File: src/rtl/cdb_pkg.sv
// Shared common-data-bus types and tag constants.
// Imported by the CDB arbiter, its port FIFOs and the bench.
package cdb_pkg;

    localparam int UNIT_SIZE = 8;
    localparam int WORD_SIZE = 32;

    // Tag meaning "register already holds its value"; never broadcast.
    localparam logic [UNIT_SIZE-1:0] TAG_VALUE_PRESENT = 8'h7F;

    localparam logic [UNIT_SIZE-1:0] LW_TAG_BASE  = 8'h80;
    localparam logic [UNIT_SIZE-1:0] ADD_TAG_BASE = 8'hA0;
    localparam logic [UNIT_SIZE-1:0] MUL_TAG_BASE = 8'hC0;
    localparam logic [UNIT_SIZE-1:0] SW_TAG_BASE  = 8'h00;

    typedef struct packed {
        logic [UNIT_SIZE-1:0] tag;
        logic [WORD_SIZE-1:0] data;
    } cdb_msg_t;

endpackage

File: src/rtl/cdb_port_fifo.sv
// Per-port result buffer in front of the CDB arbiter.
// Registered count; contents are only valid below count.
module cdb_port_fifo
    import cdb_pkg::*;
#(
    parameter int DEPTH = 2,
    localparam int CW = $clog2(DEPTH + 1),
    localparam int PW = (DEPTH > 1) ? $clog2(DEPTH) : 1
) (
    input  logic          clk,
    input  logic          rst_n,
    input  logic          i_push,
    input  cdb_msg_t      i_msg,
    input  logic          i_pop,
    output cdb_msg_t      o_head,
    output logic [CW-1:0] o_count
);

    cdb_msg_t      r_mem [DEPTH];
    logic [PW-1:0] r_wr_ptr;
    logic [PW-1:0] r_rd_ptr;
    logic [CW-1:0] r_count;

    function automatic logic [PW-1:0] f_inc(input logic [PW-1:0] p);
        return (p == PW'(DEPTH - 1)) ? '0 : p + 1'b1;
    endfunction

    always_ff @(posedge clk) begin
        if (i_push) begin
            r_mem[r_wr_ptr] <= i_msg;
        end
    end

    always_ff @(posedge clk) begin
        if (!rst_n) begin
            r_wr_ptr <= '0;
            r_rd_ptr <= '0;
            r_count  <= '0;
        end else begin
            if (i_push) begin
                r_wr_ptr <= f_inc(r_wr_ptr);
            end
            if (i_pop) begin
                r_rd_ptr <= f_inc(r_rd_ptr);
            end
            unique case ({i_push, i_pop})
                2'b10:   r_count <= r_count + 1'b1;
                2'b01:   r_count <= r_count - 1'b1;
                default: r_count <= r_count;
            endcase
        end
    end

    assign o_head  = r_mem[r_rd_ptr];
    assign o_count = r_count;

endmodule

File: src/rtl/cdb_arbiter.sv
// Round-robin common-data-bus arbiter: one buffered result per cycle
// is driven onto a registered broadcast.
module cdb_arbiter #(
    parameter int NUM_PORTS = 4,
    parameter int UNIT_SIZE = 8,
    parameter int WORD_SIZE = 32,
    parameter int DEPTH     = 2
) (
    input  logic                           clk,
    input  logic                           rst_n,
    input  logic [NUM_PORTS-1:0]           req_valid,
    output logic [NUM_PORTS-1:0]           req_ready,
    input  logic [NUM_PORTS*UNIT_SIZE-1:0] req_tag,
    input  logic [NUM_PORTS*WORD_SIZE-1:0] req_data,
    input  logic                           cdb_hold,
    output logic                           cdb_valid,
    output logic [UNIT_SIZE-1:0]           cdb_tag,
    output logic [WORD_SIZE-1:0]           cdb_data,
    output logic                           drop_pulse
);

    import cdb_pkg::*;

    localparam int CW = $clog2(DEPTH + 1);
    localparam int GW = (NUM_PORTS > 1) ? $clog2(NUM_PORTS) : 1;

    cdb_msg_t             w_head  [NUM_PORTS];
    logic [CW-1:0]        w_count [NUM_PORTS];
    logic [NUM_PORTS-1:0] w_cand;
    logic [NUM_PORTS-1:0] w_push;
    logic [NUM_PORTS-1:0] w_pop;
    logic [NUM_PORTS-1:0] w_rsvd;
    logic [GW-1:0]        w_win;
    logic [GW-1:0]        w_idx;
    logic                 w_found;
    logic                 w_grant;

    logic [GW-1:0]        r_last;
    logic                 r_valid;
    logic [UNIT_SIZE-1:0] r_tag;
    logic [WORD_SIZE-1:0] r_data;
    logic                 r_drop;

    for (genvar p = 0; p < NUM_PORTS; p++) begin : g_port
        logic [UNIT_SIZE-1:0] w_tag;
        cdb_msg_t             w_msg;

        assign w_tag        = req_tag[p*UNIT_SIZE +: UNIT_SIZE];
        assign w_msg.tag    = w_tag;
        assign w_msg.data   = req_data[p*WORD_SIZE +: WORD_SIZE];
        // Ready looks at the registered count only: no pass-through.
        assign req_ready[p] = rst_n && (w_count[p] != CW'(DEPTH));
        assign w_rsvd[p]    = (w_tag == TAG_VALUE_PRESENT);
        assign w_push[p]    = req_valid[p] && req_ready[p] && !w_rsvd[p];
        assign w_cand[p]    = (w_count[p] != '0);
        assign w_pop[p]     = w_grant && (w_win == GW'(p));

        cdb_port_fifo #(
            .DEPTH (DEPTH)
        ) u_fifo (
            .clk     (clk),
            .rst_n   (rst_n),
            .i_push  (w_push[p]),
            .i_msg   (w_msg),
            .i_pop   (w_pop[p]),
            .o_head  (w_head[p]),
            .o_count (w_count[p])
        );
    end

    // Search begins one past the last winner and wraps.
    always_comb begin
        w_found = 1'b0;
        w_win   = r_last;
        w_idx   = '0;
        for (int i = 1; i <= NUM_PORTS; i++) begin
            w_idx = GW'((int'(r_last) + i) % NUM_PORTS);
            if (!w_found && w_cand[w_idx]) begin
                w_found = 1'b1;
                w_win   = w_idx;
            end
        end
    end

    assign w_grant = w_found && !cdb_hold;

    always_ff @(posedge clk) begin
        if (!rst_n) begin
            r_last  <= GW'(NUM_PORTS - 1);
            r_valid <= 1'b0;
            r_tag   <= '0;
            r_data  <= '0;
            r_drop  <= 1'b0;
        end else begin
            r_drop  <= |(req_valid & req_ready & w_rsvd);
            r_valid <= w_grant;
            if (w_grant) begin
                r_last <= w_win;
                r_tag  <= w_head[w_win].tag;
                r_data <= w_head[w_win].data;
            end
        end
    end

    assign cdb_valid  = r_valid;
    assign cdb_tag    = r_tag;
    assign cdb_data   = r_data;
    assign drop_pulse = r_drop;

endmodule

File: config.mk
export PLATFORM = sky130hd
export DESIGN_NAME = cdb_arbiter
export DESIGN_NICKNAME = d
export VERILOG_FILES = /design/src/rtl/cdb_pkg.sv /design/src/rtl/cdb_port_fifo.sv /design/src/rtl/cdb_arbiter.sv
export SDC_FILE = /design/constraint.sdc
export NUM_CORES = 1
export LEC_CHECK = 0
export CORE_ASPECT_RATIO = 1.4
export CORE_MARGIN = 3
export CORE_UTILIZATION = 50
export CTS_CLUSTER_DIAMETER = 200
export DETAILED_ROUTE_END_ITERATION = 12
export PLACE_DENSITY = 0.73
export SETUP_SLACK_MARGIN = 0.15
export SYNTH_ARGS = -nofsm -noshare
export SYNTH_HDL_FRONTEND = slang
export SYNTH_SLANG_ARGS = --single-unit
File: constraint.sdc
create_clock -name clk -period 9.1 [get_ports clk]
set_input_delay 1.82 -clock clk [delete_from_list [all_inputs] [get_ports clk]]
set_output_delay 1.82 -clock clk [all_outputs]
set_load 0.01 [all_outputs]
==> results.md, run 1 <==
- Synth unique cells: 40
- DRT iter0 DRCs: 628
- HP Start: g_port[1].u_fifo.r_rd_ptr$_SDFFE_PN0P_
- Syn Std Cell Area: 15000 sq um
- Chip width: 153 um
- CTS H-tree depth: 2
- Hpwl dp: 21800 um
- Syn avg cell area: 15.3 sq um
- WL final: 36700 um
- Asr flop ratio synth: 0
- Total track usage: 0.224
- # DRC: 0
- Leak Pwr: 6.38 nW
- Die area: 32200 sq um
- Post-CTS Hold Buffers: 0
- Layout cells sized above 1: 0.0654
- Ys flop type: edfxtp_1
- Final GP Congestion: 0.784
- Int Pwr: 3.53 mW
- Cell area power density: 286 nW/um^2
- Io pins: 213
- Status: completed
- Clk_lat worst skew: 510 ps
- # setup viols final: 0
- Switch Pwr: 1.79 mW
- Worst hold slack: 521 ps
- Setup Skew: 13.3 ps
- Crit-path max FO: 13
- Max IR drop VDD: 0.000343 V
- Syn Nets: 1152
- Comb pwr share: 0.319
- Row count: 74
- Wire per inst: 23.1 um
- Unrepaired setup endpoints after global routing: false
- Port Buffers: 212
- Post-CTS Resized: 0
- Setup TNS: 0 ps
- Core Region: 29400 sq um
- Tmin final: 5110 ps
- Max Root-Sink Buffers: 3
- Starting Density: 0.511
- CTS tree: yes
- CTS clock-pin slew for the worst setup and hold paths: 60 ps
- Initial antenna violation count: 2
- Vias per inst: 5.78
- CP arrival: 3290 ps
- Clock share of power: 0.264
- Crit Path Class: primary input to output port
- Nets@finish: 1353
- Remaining Overflow, GRT: 0
- Period utilization: 0.561
- EDFF count, synth: 320
- Clk root buf: clkbuf_16
- Maxcap violations: 0
- FF-to-FF Start: g_port[1].u_fifo.o_count[0]$_SDFFE_PN0P_
- CTS buffer count: 36
- Hold Violations, Final: 0
- Die Y: 211 um
- Drt first pass iters: 5
- Critical path endpoint category: output port
- Flops & latches, synth: 384
- Fmax: 196 MHz
- Flop pwr share: 0.417
- Number of global-route vias before repair: 9628
- Clock tree sinks: 384
- First-pass GRT wire length: 55400 um
- Reg area: 10900 sq um
- Switching Fraction: 0.336
- Slew Limit Fails: 0
- Post-route ant nets: 0
- Hold WC Path Type: register to register
- Via count: 9189
- Area growth from synthesis to layout: 24.0%
- Mapped Cells: 981
- Post-CTS setup buffer count: 0
- Largest net degree at the start of global routing: 88
- Slew @ Worst Pin: 1240 ps
- Yosys warning count: 0
- Worst slew margin: 0.173
- Multi-input gate area: 3900 sq um
- Req. time, crit path: 7280 ps
- Sequential area share after synthesis: 0.724
- Crit path launch type: primary input
- Worst setup startpoint: rst_n
- FILL cells: 2228
-- layer usage --
metal,part of all wire,vias up,global-route usage
li1,-,4209,-
met1,0.37,4556,0.266
met2,0.53,347,0.413
met3,0.060,77,0.0322
met4,0.036,0,0.0904
met5,0,-,0
-- worst paths after layout --
| check | cells past startpoint | end | slack (ps) |
|---|---|---|---|
| setup / recovery | 3 | req_ready[3] | 3990 |
| hold / removal | 2 | register | 520 |
| setup reg to reg | 5 | cdb_data[24]$_SDFFE_PN0P_ | 5660 |
| hold reg to reg | 2 | register | 520 |
-- power by group through the flow --
stage | clock network [mW] | registers [mW] | logic, mW
final | 1.40 | 2.22 | 1.70
after global routing | 1.50 | 2.24 | 1.85
after CTS | 1.44 | 2.22 | 1.71
after detailed placement | 0 | 2.26 | 1.70
after global placement | 0 | 2.25 | 1.67
after floorplan | 0 | 2.21 | 1.15
-- synth_stat cells (2+ instances only) --
cell / count / area [sq um]
a211o_1: 41 / 359
a211oi_1: 40 / 300
a21oi_1: 53 / 265
a221oi_1: 40 / 350
and2_1: 45 / 282
buf_2: 13 / 65.1
buf_4: 3 / 22.5
buf_6: 3 / 33.8
clkbuf_1: 43 / 161
dfxtp_1: 64 / 1280
edfxtp_1: 320 / 9610
ha_1: 4 / 50.1
inv_1: 13 / 48.8
mux2i_1: 121 / 1210
nand2_1: 42 / 158
nand2b_1: 2 / 12.5
nand4_1: 4 / 25.0
nand4b_1: 4 / 35.0
nor2_1: 31 / 116
nor2b_1: 40 / 250
nor4_1: 2 / 12.5
o211ai_1: 5 / 37.5
o21a_1: 4 / 30.0
o21ai_0: 10 / 50.1
o21ai_1: 2 / 10.0
or3_1: 8 / 50.1
xnor2_1: 8 / 70.1
xor2_1: 4 / 35.0
-- registers in the layout, summed over array words and instances (netlist names), named ones only --
signal,flops
cdb_data,32
cdb_tag,8
cdb_valid,1
drop_pulse,1
g_port.u_fifo.o_count,8
g_port.u_fifo.r_mem,320
g_port.u_fifo.r_rd_ptr,4
g_port.u_fifo.r_wr_ptr,4
r_last,2
-- logic make-up after synthesis --
kind of cell	synth area share
buffers and inverters	0.0223
DFF	0.724
and+or+nand+nor	0.0643
xor gates and xnor gates	0.00699
AOI/OAI and AO/OA	0.0973
muxes	0.0813
adders and majority gates	0.00333
-- worst max-delay path, cell delays in order --
cell             delay, ps
clkdlybuf4s50_1        720
o21a_1                 210
clkdlybuf4s50_1        540
-- cell usage in the layout (no fill, tap or decap), types with 4 or more instances in the layout --
cell type,Yosys,routed
xor2_1,4,4
clkbuf_1,43,16
nand4_1,4,4
nand2_1,42,41
clkinv_1,0,4
nor2b_1,40,40
nor2_1,31,26
mux2i_1,121,121
clkdlybuf4s50_1,0,212
nor2_4,0,5
and2_2,0,4
nand4b_1,4,4
ha_1,4,4
o21a_1,4,4
o21ai_0,10,10
dfxtp_2,0,4
inv_1,13,13
a221oi_1,40,40
a211oi_1,40,40
or3_1,8,8
a21oi_1,53,53
dfxtp_1,64,60
edfxtp_1,320,320
buf_4,3,14
o211ai_1,5,5
and2_1,45,41
xnor2_1,8,8
a211o_1,41,41
clkbuf_16,0,37
-- layout make-up --
class	instances	share of cell area
Antenna cell	3	0.000403
Clock buffer	56	0.0551
Clock inverter	8	0.00336
Inverter	13	0.00262
Multi-Input combinational cell	521	0.209
Sequential cell	384	0.584
Tap cell	380	0.0255
Timing Repair Buffer	226	0.119
-- stage by stage --
stage	setup WS [ps]	total power [mW]	utilization	instances	instance area, sq um
5_1_grt	3920	5.59	0.633	1590	18600
3_5_place_dp	4010	3.96	0.596	1524	17500
2_1_floorplan	4490	3.36	-	981	15000
6_report	3990	5.32	0.633	1591	18600
3_3_place_gp	4020	3.92	0.596	1524	17500
4_1_cts	4010	5.37	0.633	1588	18600
No activity file was read; power rests on OpenSTA's default activity.
==> run 2: changes to the inputs <==
==> constraint.sdc (replaced) <==
create_clock -name clk -period 5.08 [get_ports clk]
set_input_delay 1.016 -clock clk [delete_from_list [all_inputs] [get_ports clk]]
set_output_delay 1.016 -clock clk [all_outputs]
set_load 0.01 [all_outputs]
==> run 2 against run 1 <==
  * Combinational power increased by 75%
  * Non-clock buffer count did not move
  * Critical endpoint unchanged
  * Die area is the same
  * Critical path depth unchanged
  * Clock power increased by 87%
  * Largest power group unchanged
  * Cell count did not move
==> results.md, run 2 (same netlist as run 1, synthesis figures left out) <==
- Core Region: 29400 sq um (unchanged)
- Max IR drop VDD: 0.000335 V (was 0.000343 V)
- Critical path endpoint category: output port (unchanged)
- CP arrival: 2540 ps (was 3290 ps)
- Wire per inst: 22.5 um (was 23.1 um)
- Starting Density: 0.511 (unchanged)
- Worst Hold Depth: 2 (unchanged)
- Vias per inst: 5.69 (was 5.78)
- Number of global-route vias before repair: 9569 (was 9628)
- Setup Skew: 21.9 ps (was 13.3 ps)
- R2R setup slack: 1660 ps (was 5660 ps)
- Drt first pass iters: 5 (unchanged)
- Clk_lat worst skew: 530 ps (was 510 ps)
- Req. time, crit path: 4060 ps (was 7280 ps)
- Worst slew margin: 0.219 (was 0.173)
- Crit Path Class: primary input to output port (unchanged)
- Highest cell delay on the worst timing path: 740 ps (was 720 ps)
- Buf/Inv on CP: 2 (unchanged)
- FF-to-FF Start: g_port[1].u_fifo.o_count[0]$_SDFFE_PN0P_ (unchanged)
- Fmax: 281 MHz
- WL final: 35700 um (was 36700 um)
- Hold Violations, Final: 0 (unchanged)
- Most frequent cells in the layout: edfxtp_1, clkdlybuf4s50_1, mux2i_1 (unchanged)
- Post-route ant nets: 0 (unchanged)
- Total track usage: 0.219 (was 0.224)
- Crit path launch type: primary input (unchanged)
- Cell area power density: 515 nW/um^2 (was 286 nW/um^2)
- Max reg flops: 320 (unchanged)
- DRT iter0 DRCs: 617 (was 628)
- Largest reg by FF count: g_port.u_fifo.r_mem (unchanged)
- # setup viols final: 0 (unchanged)
- Area growth from synthesis to layout: 24.4% (was 24.0%)
- Crit-path max FO: 13 (unchanged)
- Setup TNS: 0 ps (unchanged)
- CTS tree: yes (unchanged)
- Post-CTS Hold Buffers: 0 (unchanged)
- Worst hold slack: 515 ps (was 521 ps)
- Largest net degree at the start of global routing: 52 (was 88)
- Hold WC Path Type: register to register (unchanged)
- Die area: 32200 sq um (unchanged)
- RR Endpoint: cdb_tag[5]$_SDFFE_PN0P_ (was cdb_data[24]$_SDFFE_PN0P_)
- FILL cells: 2197 (was 2228)
- Remaining Overflow, GRT: 0 (unchanged)
- Io pins: 213 (unchanged)
- HP Start: g_port[2].u_fifo.r_rd_ptr$_SDFFE_PN0P_ (was g_port[1].u_fifo.r_rd_ptr$_SDFFE_PN0P_)
- Cell mode on critical path: clkdlybuf4s50_1 (unchanged)
- Met2 routed WL: 19200 um (was 19500 um)
- CTS H-tree depth: 2 (unchanged)
- Maxcap violations: 0 (unchanged)
- Worst reg-to-reg path cell count: 5 (unchanged)
- First-pass GRT wire length: 54000 um (was 55400 um)
- Most common cell after layout, fill and taps aside: edfxtp_1 (unchanged)
- CTS clock-pin slew for the worst setup and hold paths: 60 ps (about the same)
- Clock tree sinks: 384 (unchanged)
- Row count: 74 (unchanged)
- Met3 WL: 1870 um (was 2210 um)
- Slew @ Worst Pin: 1170 ps (was 1240 ps)
- Post-CTS setup buffer count: 0 (unchanged)
- Max Root-Sink Buffers: 3 (unchanged)
- Critical-path top delay cell: clkdlybuf4s50_1 (unchanged)
- Hpwl dp: 22500 um (was 21800 um)
- CP top delay family: buffers and inverters (unchanged)
- Via count: 9060 (was 9189)
- Leak Pwr: 6.41 nW (was 6.38 nW)
- Final GP Congestion: 0.795 (was 0.784)
- Met1 WL: 13500 um (was 13700 um)
- Port Buffers: 212 (unchanged)
- Slew Limit Fails: 0 (unchanged)
- Clk root buf: clkbuf_16 (unchanged)
- Unrepaired setup endpoints after global routing: false (unchanged)
- # DRC: 0 (unchanged)
- Period utilization: 0.700
- CP cell instances: clkdlybuf4s50_1 > o21a_1 > clkdlybuf4s50_1 (unchanged)
- Chip width: 153 um (unchanged)
- Initial antenna violation count: 0 (was 2)
- Status: completed (unchanged)
- Die Y: 211 um (unchanged)
- Layout cells sized above 1: 0.0711 (was 0.0654)
- Post-CTS Resized: 0 (unchanged)
- Tmin final: 3560 ps
- Nets@finish: 1353 (unchanged)
- CTS buffer count: 36 (unchanged)
- Top Layer Used: met4 (unchanged)
## run 2: cell types whose count changed in the layout (fill, tap and decap cells not counted)
| cell | before | now |
|---|---|---|
| clkinv_1 | 4 | 5 |
| diode_2 | 3 | 1 |
| clkinvlp_4 | 1 | 2 |
| clkinv_2 | 2 | 6 |
| clkbuf_1 | 16 | 10 |
| bufinv_16 | 1 | 3 |
| inv_6 | 0 | 2 |
| clkbuf_8 | 3 | 1 |
## run 2: worst max-delay path by stage
stage	from	to	slack (ps)	cells after the start
after floorplan	rst_n	g_port[1].u_fifo.r_mem[0][0]$_DFFE_PP_	1270	5
after global placement	rst_n	g_port[0].u_fifo.r_mem[0][15]$_DFFE_PP_	1490	6
after detailed placement	rst_n	g_port[2].u_fifo.r_mem[1][26]$_DFFE_PP_	1440	4
after CTS	rst_n	req_ready[3]	1540	3
after global routing	g_port[1].u_fifo.o_count[0]$_SDFFE_PN0P_	cdb_tag[5]$_SDFFE_PN0P_	1450	5
final	rst_n	req_ready[3]	1520	3
## run 2: report_power, final
part | switching (mW) | leakage [nW] | internal, mW
Combinational | 1.85 | 2.39 | 1.12
Sequential | 0.261 | 3.46 | 3.77
Clock | 1.10 | 0.558 | 1.51
## run 2: cell type report
class / count / area [sq um] / share of cell area
clock inverter: 18 / 171 / 0.00917
tap: 380 / 475 / 0.0254
clock buffer: 48 / 977 / 0.0523
inverter: 13 / 48.8 / 0.00261
timing repair buffer: 226 / 2230 / 0.119
sequential: 384 / 10900 / 0.583
antenna: 1 / 2.50 / 0.000134
multi-input combinational: 521 / 3900 / 0.209
## run 2: stage by stage
stage                     utilization  area (sq um)  std cells  power (mW)  setup WS, ps
after global placement          0.596         17500       1524        7.00          1490
final                           0.635         18700       1591        9.63          1520
after floorplan                     -         15000        981        6.03          1270
after CTS                       0.635         18700       1590        9.71          1540
after global routing            0.635         18700       1590        10.1          1450
after detailed placement        0.596         17500       1524        7.09          1440
## run 2: worst reg2reg max path: cells and delay by family, from the launching register on
kind / cells / cell delay, ps
AO/OA/AOI/OAI: 3 / 1900
AND/OR/NAND/NOR: 2 / 990
flip-flops: 1 / 480
## run 2: metal layers
layer | vias to the layer above | global-route usage
li1 | 4200 | -
met1 | 4473 | 0.257
met2 | 316 | 0.406
met3 | 71 | 0.0344
met4 | 0 | 0.0815
met5 | - | 0
